## src/rtl/uart_rx_param.sv

```systemverilog
// uart_rx_param: oversampling UART receiver with an output FIFO.
//   Frame format: 1 start bit, DATA_BITS data bits (LSB first), an optional
//   odd/even parity bit, and STOP_BITS stop bits. Start detection needs the
//   line to stay low up to the start-bit midpoint, so short low pulses are
//   ignored. A stop bit sampled low is reported as a framing error. If the
//   line is still low after the last stop sample, the receiver treats it as a
//   break and waits for the line to return high before looking for a new start.
// Ports:
//   clk_in, rst          clock, synchronous active-high reset
//   rx_en                oversample tick (OVERSAMPLE ticks per bit)
//   rx_serial_data       asynchronous serial line, idle high
//   rx_data, rx_parity_err, rx_frame_err   FIFO head entry
//   rx_valid / rx_ready  head handshake; an entry is popped when both are high
//   rx_overrun           1-cycle pulse when a completed frame is dropped (FIFO full)
//   rx_busy              receiver FSM not idle
//   fifo_count           number of occupied FIFO entries
module uart_rx_param #(
  parameter int DATA_BITS   = 8,
  parameter int OVERSAMPLE  = 16,
  parameter int PARITY      = 0,
  parameter int STOP_BITS   = 1,
  parameter int SYNC_STAGES = 3,
  parameter int FIFO_DEPTH  = 4
) (
  input  logic                          clk_in,
  input  logic                          rst,
  input  logic                          rx_en,
  input  logic                          rx_serial_data,
  output logic [DATA_BITS-1:0]          rx_data,
  output logic                          rx_parity_err,
  output logic                          rx_frame_err,
  output logic                          rx_valid,
  input  logic                          rx_ready,
  output logic                          rx_overrun,
  output logic                          rx_busy,
  output logic [$clog2(FIFO_DEPTH):0]   fifo_count
);
  localparam int CW   = $clog2(OVERSAMPLE);
  localparam int BW   = $clog2(DATA_BITS);
  localparam int PW   = $clog2(FIFO_DEPTH);
  localparam int CNTW = PW + 1;
  localparam int EW   = DATA_BITS + 2;

  localparam logic [CW-1:0]   HALF      = CW'(OVERSAMPLE/2 - 1);
  localparam logic [CW-1:0]   LAST_TICK = CW'(OVERSAMPLE - 1);
  localparam logic [BW-1:0]   LAST_BIT  = BW'(DATA_BITS - 1);
  localparam logic            LAST_STOP = (STOP_BITS == 2);
  localparam logic [CNTW-1:0] FULL_CNT  = CNTW'(FIFO_DEPTH);

  typedef enum logic [2:0] {IDLE, START, DATA, PAR, STOP, BRK} state_t;

  // ---------------- input synchroniser (advances on ticks only)
  logic [SYNC_STAGES-1:0] sync_q;
  logic                   rx_sync;

  always_ff @(posedge clk_in) begin
    if (rst)        sync_q <= '1;
    else if (rx_en) sync_q <= {sync_q[SYNC_STAGES-2:0], rx_serial_data};
  end
  assign rx_sync = sync_q[SYNC_STAGES-1];

  // ---------------- receive FSM
  state_t                 state_q;
  logic [CW-1:0]          cnt_q;
  logic [BW-1:0]          bit_q;
  logic                   stop_q;
  logic [DATA_BITS-1:0]   shreg_q;
  logic                   perr_q;
  logic                   ferr_q;
  logic                   par_err_now;

  always_comb begin
    par_err_now = 1'b0;
    if (PARITY == 1)      par_err_now = ~(^shreg_q ^ rx_sync);
    else if (PARITY == 2) par_err_now = ^shreg_q ^ rx_sync;
  end

  always_ff @(posedge clk_in) begin
    if (rst) begin
      state_q <= IDLE;
      cnt_q   <= '0;
      bit_q   <= '0;
      stop_q  <= 1'b0;
      shreg_q <= '0;
      perr_q  <= 1'b0;
      ferr_q  <= 1'b0;
    end else if (rx_en) begin
      case (state_q)
        IDLE: if (!rx_sync) begin
          state_q <= START;
          cnt_q   <= '0;
          bit_q   <= '0;
          stop_q  <= 1'b0;
          perr_q  <= 1'b0;
          ferr_q  <= 1'b0;
        end
        // line must stay low up to the start-bit midpoint
        START: if (rx_sync) begin
          state_q <= IDLE;
        end else if (cnt_q == HALF) begin
          cnt_q   <= '0;
          state_q <= DATA;
        end else begin
          cnt_q   <= cnt_q + 1'b1;
        end
        DATA: if (cnt_q == LAST_TICK) begin
          cnt_q   <= '0;
          shreg_q <= {rx_sync, shreg_q[DATA_BITS-1:1]};
          if (bit_q == LAST_BIT) begin
            bit_q   <= '0;
            state_q <= (PARITY != 0) ? PAR : STOP;
          end else begin
            bit_q   <= bit_q + 1'b1;
          end
        end else begin
          cnt_q <= cnt_q + 1'b1;
        end
        PAR: if (cnt_q == LAST_TICK) begin
          cnt_q   <= '0;
          perr_q  <= par_err_now;
          state_q <= STOP;
        end else begin
          cnt_q <= cnt_q + 1'b1;
        end
        STOP: if (cnt_q == LAST_TICK) begin
          cnt_q <= '0;
          if (!rx_sync) ferr_q <= 1'b1;
          if (stop_q == LAST_STOP) begin
            stop_q  <= 1'b0;
            state_q <= rx_sync ? IDLE : BRK;
          end else begin
            stop_q <= 1'b1;
          end
        end else begin
          cnt_q <= cnt_q + 1'b1;
        end
        BRK: if (rx_sync) state_q <= IDLE;
        default: state_q <= IDLE;
      endcase
    end
  end

  assign rx_busy = (state_q != IDLE);

  // Frame is complete on the last stop sample; the current sample still
  // contributes to the framing error of the pushed word.
  logic          push;
  logic [EW-1:0] push_word;
  assign push      = rx_en && (state_q == STOP) && (cnt_q == LAST_TICK) && (stop_q == LAST_STOP);
  assign push_word = {ferr_q | ~rx_sync, perr_q, shreg_q};

  // ---------------- output FIFO
  logic [EW-1:0]   mem_q [FIFO_DEPTH];
  logic [PW-1:0]   wr_ptr_q, rd_ptr_q;
  logic [CNTW-1:0] count_q, count_d;
  logic            overrun_q;
  logic            full, pop, wr;

  assign full = (count_q == FULL_CNT);
  assign pop  = (count_q != '0) && rx_ready;
  // a pop in the same cycle frees the slot, so a full FIFO still accepts
  assign wr   = push && (!full || pop);

  always_comb begin
    count_d = count_q;
    case ({wr, pop})
      2'b10:   count_d = count_q + 1'b1;
      2'b01:   count_d = count_q - 1'b1;
      default: count_d = count_q;
    endcase
  end

  always_ff @(posedge clk_in) begin
    if (rst) begin
      for (int i = 0; i < FIFO_DEPTH; i++) mem_q[i] <= '0;
      wr_ptr_q  <= '0;
      rd_ptr_q  <= '0;
      count_q   <= '0;
      overrun_q <= 1'b0;
    end else begin
      overrun_q <= push && full && !pop;
      if (wr) begin
        mem_q[wr_ptr_q] <= push_word;
        wr_ptr_q        <= wr_ptr_q + 1'b1;
      end
      if (pop) rd_ptr_q <= rd_ptr_q + 1'b1;
      count_q <= count_d;
    end
  end

  assign {rx_frame_err, rx_parity_err, rx_data} = mem_q[rd_ptr_q];
  assign rx_valid   = (count_q != '0);
  assign rx_overrun = overrun_q;
  assign fifo_count = count_q;
endmodule

```

## config.mk

```make
export PLATFORM = sky130hd
export DESIGN_NAME = uart_rx_param
export DESIGN_NICKNAME = d
export VERILOG_FILES = /design/src/rtl/uart_rx_param.sv
export SDC_FILE = /design/constraint.sdc
export NUM_CORES = 1
export LEC_CHECK = 0
export CORE_MARGIN = 1.5
export CORE_UTILIZATION = 43
export CTS_CLUSTER_DIAMETER = 30
export CTS_CLUSTER_SIZE = 16
export DETAILED_ROUTE_END_ITERATION = 8
export SLEW_MARGIN = 30
export SYNTH_ARGS = -nofsm -noshare
export SYNTH_HDL_FRONTEND = slang
export SYNTH_SLANG_ARGS = --single-unit
export TNS_END_PERCENT = 30
```

## constraint.sdc

```tcl
create_clock -name clk_in -period 3.1 [get_ports clk_in]
set_input_delay 0.31 -clock clk_in [delete_from_list [all_inputs] [get_ports clk_in]]
set_output_delay 0.31 -clock clk_in [all_outputs]
set_load 0.02 [all_outputs]
```

==> impl_metrics.env <==
export IMPL_status="completed"
export IMPL_synthArstFlopShare=0
export IMPL_grt_max_degree=29
export IMPL_setup_violations=0
export IMPL_worstHoldEndpoint="sync_q[0]"
export IMPL_clock_power_share=0.356
export IMPL_synth_seq_area_share=0.542
export IMPL_synth_area_leader_cell="edfxtp_1"
export IMPL_fin_crit_sh=0.818
export IMPL_reg2reg_depth=5
export IMPL_ys_types=54
export IMPL_final_nets=303
export IMPL_regToRegEndpoint="mem_q[0][9]"
export IMPL_hp_start="sync_q[0]"
export IMPL_grt_antenna_before_repair=0
export IMPL_core_area_mm2=0.00721
export IMPL_tightest_slew_ns=0.784
export IMPL_rows=31
export IMPL_synth_area_mm2=0.00318
export IMPL_viasPerCell=5.07
export IMPL_period_needed_ns=2.53
export IMPL_gr_usage_all_layers=0.168
export IMPL_r2r_slack_ns=0.59
export IMPL_critPathLaunchType="flip-flop"
export IMPL_hpwlAfterDp_um=4030
export IMPL_synth_top_cell_area_share=0.340
export IMPL_post_place_ws_ns=0.544
export IMPL_powerDensity_mw_per_mm2=621
export IMPL_drive_above_1_share=0.151
export IMPL_switchingPower_mw=0.611
export IMPL_grt_pass1_wl_um=9780
export IMPL_clkSinkCount=68
export IMPL_intPower_mw=1.68
export IMPL_arrival_ns=2.22
export IMPL_synth_nets=280
export IMPL_die_x_um=89.0
export IMPL_drc=0
export IMPL_comb_power_share=0.182
export IMPL_place_congestion=0.841
export IMPL_min_path_type="reg2reg"
export IMPL_first_pass_iters=4
export IMPL_power_leakage_nw=1.30
export IMPL_drv_cap=0
export IMPL_setup_slack_ns=0.565
export IMPL_rr_startpoint="cnt_q[0]"
export IMPL_synth_edff_count=36
export IMPL_final_common_cell="edfxtp_1"
export IMPL_hold_violations=0
export IMPL_ios=21
export IMPL_sw_frac_of_total=0.266
export IMPL_h_tree_depth=3
export IMPL_ant_nets=0
export IMPL_fmax_mhz=394
export IMPL_wl_per_cell_um=15.0
export IMPL_cts_tree="done"
export IMPL_fp_dieArea_mm2=0.00791
export IMPL_post_cts_buffers=0
export IMPL_cts_root_buf="clkbuf_8"
export IMPL_critical_path_class="reg2out"
export IMPL_grt_overflow_total=0
export IMPL_required_ns=2.79
export IMPL_syn_to_final_growth_pct=16.3
export IMPL_clk_latency_ns=0.34
export IMPL_seq_power_share=0.463
export IMPL_post_synth_cell_area_avg_um2=11.7
export IMPL_critPathMaxFanout=9
export IMPL_dieHeight_um=89.0
export IMPL_ys_seq_elements=68
export IMPL_wl_um=5980
export IMPL_fin_skew_ns=0.00639
export IMPL_cts_clk_slew_worst_paths_ns=0.07
export IMPL_ir_worst_vdd_v=0.000450
export IMPL_num_vias=2018
export IMPL_rsz0062_at_grt="false"
export IMPL_dr_first_iter_drc_count=129
export IMPL_slew_headroom=0.473
export IMPL_synthTopCellsByArea="edfxtp_1, dfxtp_1, mux4_2"
export IMPL_yosysWarnings=0
export IMPL_hold_buffers=0
export IMPL_synth_flop_cell="edfxtp_1"
export IMPL_fin_setup_tns_ns=0
export IMPL_syn_inst=271
export IMPL_cts_buffers=9
export IMPL_whs_path_depth=2
export IMPL_layout_common_cells="edfxtp_1, nor2_1, dfxtp_1"
export IMPL_start_util=0.440
export IMPL_cts_max_path_buffers=2
export IMPL_first_global_vias=1906
export IMPL_cp_end_kind="output port"
export IMPL_antenna_cells=0
export IMPL_slew_violations=0
export IMPL_io_buffers=19
export IMPL_cts_resized=0
## final cells by class
type	count	area [um2]
inverters	9	33.8
repair buffers	26	243
flip-flops and latches	68	1720
well taps	99	124
fillers	672	3520
clock inverters	7	98.8
clock buffers	9	124
multi-input cells	180	1350
## cells in the mapped netlist (2+ instances only)
master,count
nand2b_1,5
nor4_1,2
nand2_1,11
buf_2,5
and2_1,31
inv_1,9
mux4_2,9
xnor2_1,4
mux2i_1,15
mux2_2,3
clkbuf_1,6
nor3_1,5
nand4_1,3
a21oi_1,5
edfxtp_1,36
and4_1,2
nor4bb_1,2
ha_1,3
dfxtp_1,32
nor2b_1,2
o21ai_0,8
and3_1,3
o31ai_1,4
nand3_1,3
o211a_1,2
nor2_1,33
## metal layers
metal | routed length (um) | track usage
met5 | 0 | 0
met4 | 77 | 0.0503
met3 | 312 | 0.0443
met2 | 2710 | 0.256
met1 | 2870 | 0.237
## metrics by stage
step                      hold WS, ns  total power, mW  utilization  std cells  cell area, um2
after CTS                       0.479             2.32        0.512        398            3700
after global placement          0.456             1.50        0.481        382            3470
after floorplan                 0.438             1.35            -        271            3180
after detailed placement        0.459             1.51        0.481        382            3470
final                           0.477             2.30        0.512        398            3700
after global routing            0.527             2.40        0.512        398            3700
## sequential cells by signal (all words and copies together) (netlist names), named ones only
signal / flops
ferr_q: 1
rx_overrun: 1
wr_ptr_q: 2
mem_q: 36
state_q: 3
bit_q: 3
shreg_q: 8
rd_ptr_q: 2
sync_q: 3
cnt_q: 4
fifo_count: 3
## worst max-delay path, stage by stage, from the launching register on
cell	delay [ns]
dfxtp_1	0.73
mux4_2	0.60
clkdlybuf4s50_1	0.55
## power by group through the flow
| stage | clock network, mW | logic (mW) | registers [mW] |
|---|---|---|---|
| 2_1_floorplan | 0 | 0.291 | 1.06 |
| 3_3_place_gp | 0 | 0.417 | 1.08 |
| 3_5_place_dp | 0 | 0.420 | 1.09 |
| 4_1_cts | 0.832 | 0.422 | 1.07 |
| 5_1_grt | 0.874 | 0.450 | 1.08 |
| 6_report | 0.816 | 0.417 | 1.06 |
## worst max-delay path by stage
stage	start	end	cells after the start
detailed placement	rx_en	mem_q[0][2]	5
CTS	flip-flop	rx_data[6]	2
finish	flip-flop	rx_data[6]	2
global route	cnt_q[0]	mem_q[0][3]	5
floorplan	rx_en	mem_q[1][0]	4
global placement	rx_en	mem_q[0][2]	5
## logic make-up (layout without fill, tap and decap cells)
group | Yosys count | after routing | synth area share
AOI/OAI and AO/OA | 32 | 32 | 0.0768
xor gates and xnor gates | 5 | 5 | 0.0138
adders and majority gates | 4 | 4 | 0.0181
other | 1 | 1 | 0.00118
muxes | 27 | 27 | 0.122
and+or+nand+nor | 111 | 111 | 0.194
DFF | 68 | 68 | 0.542
buffers and inverters | 23 | 51 | 0.0327
No activity file was read; power rests on OpenSTA's default activity.
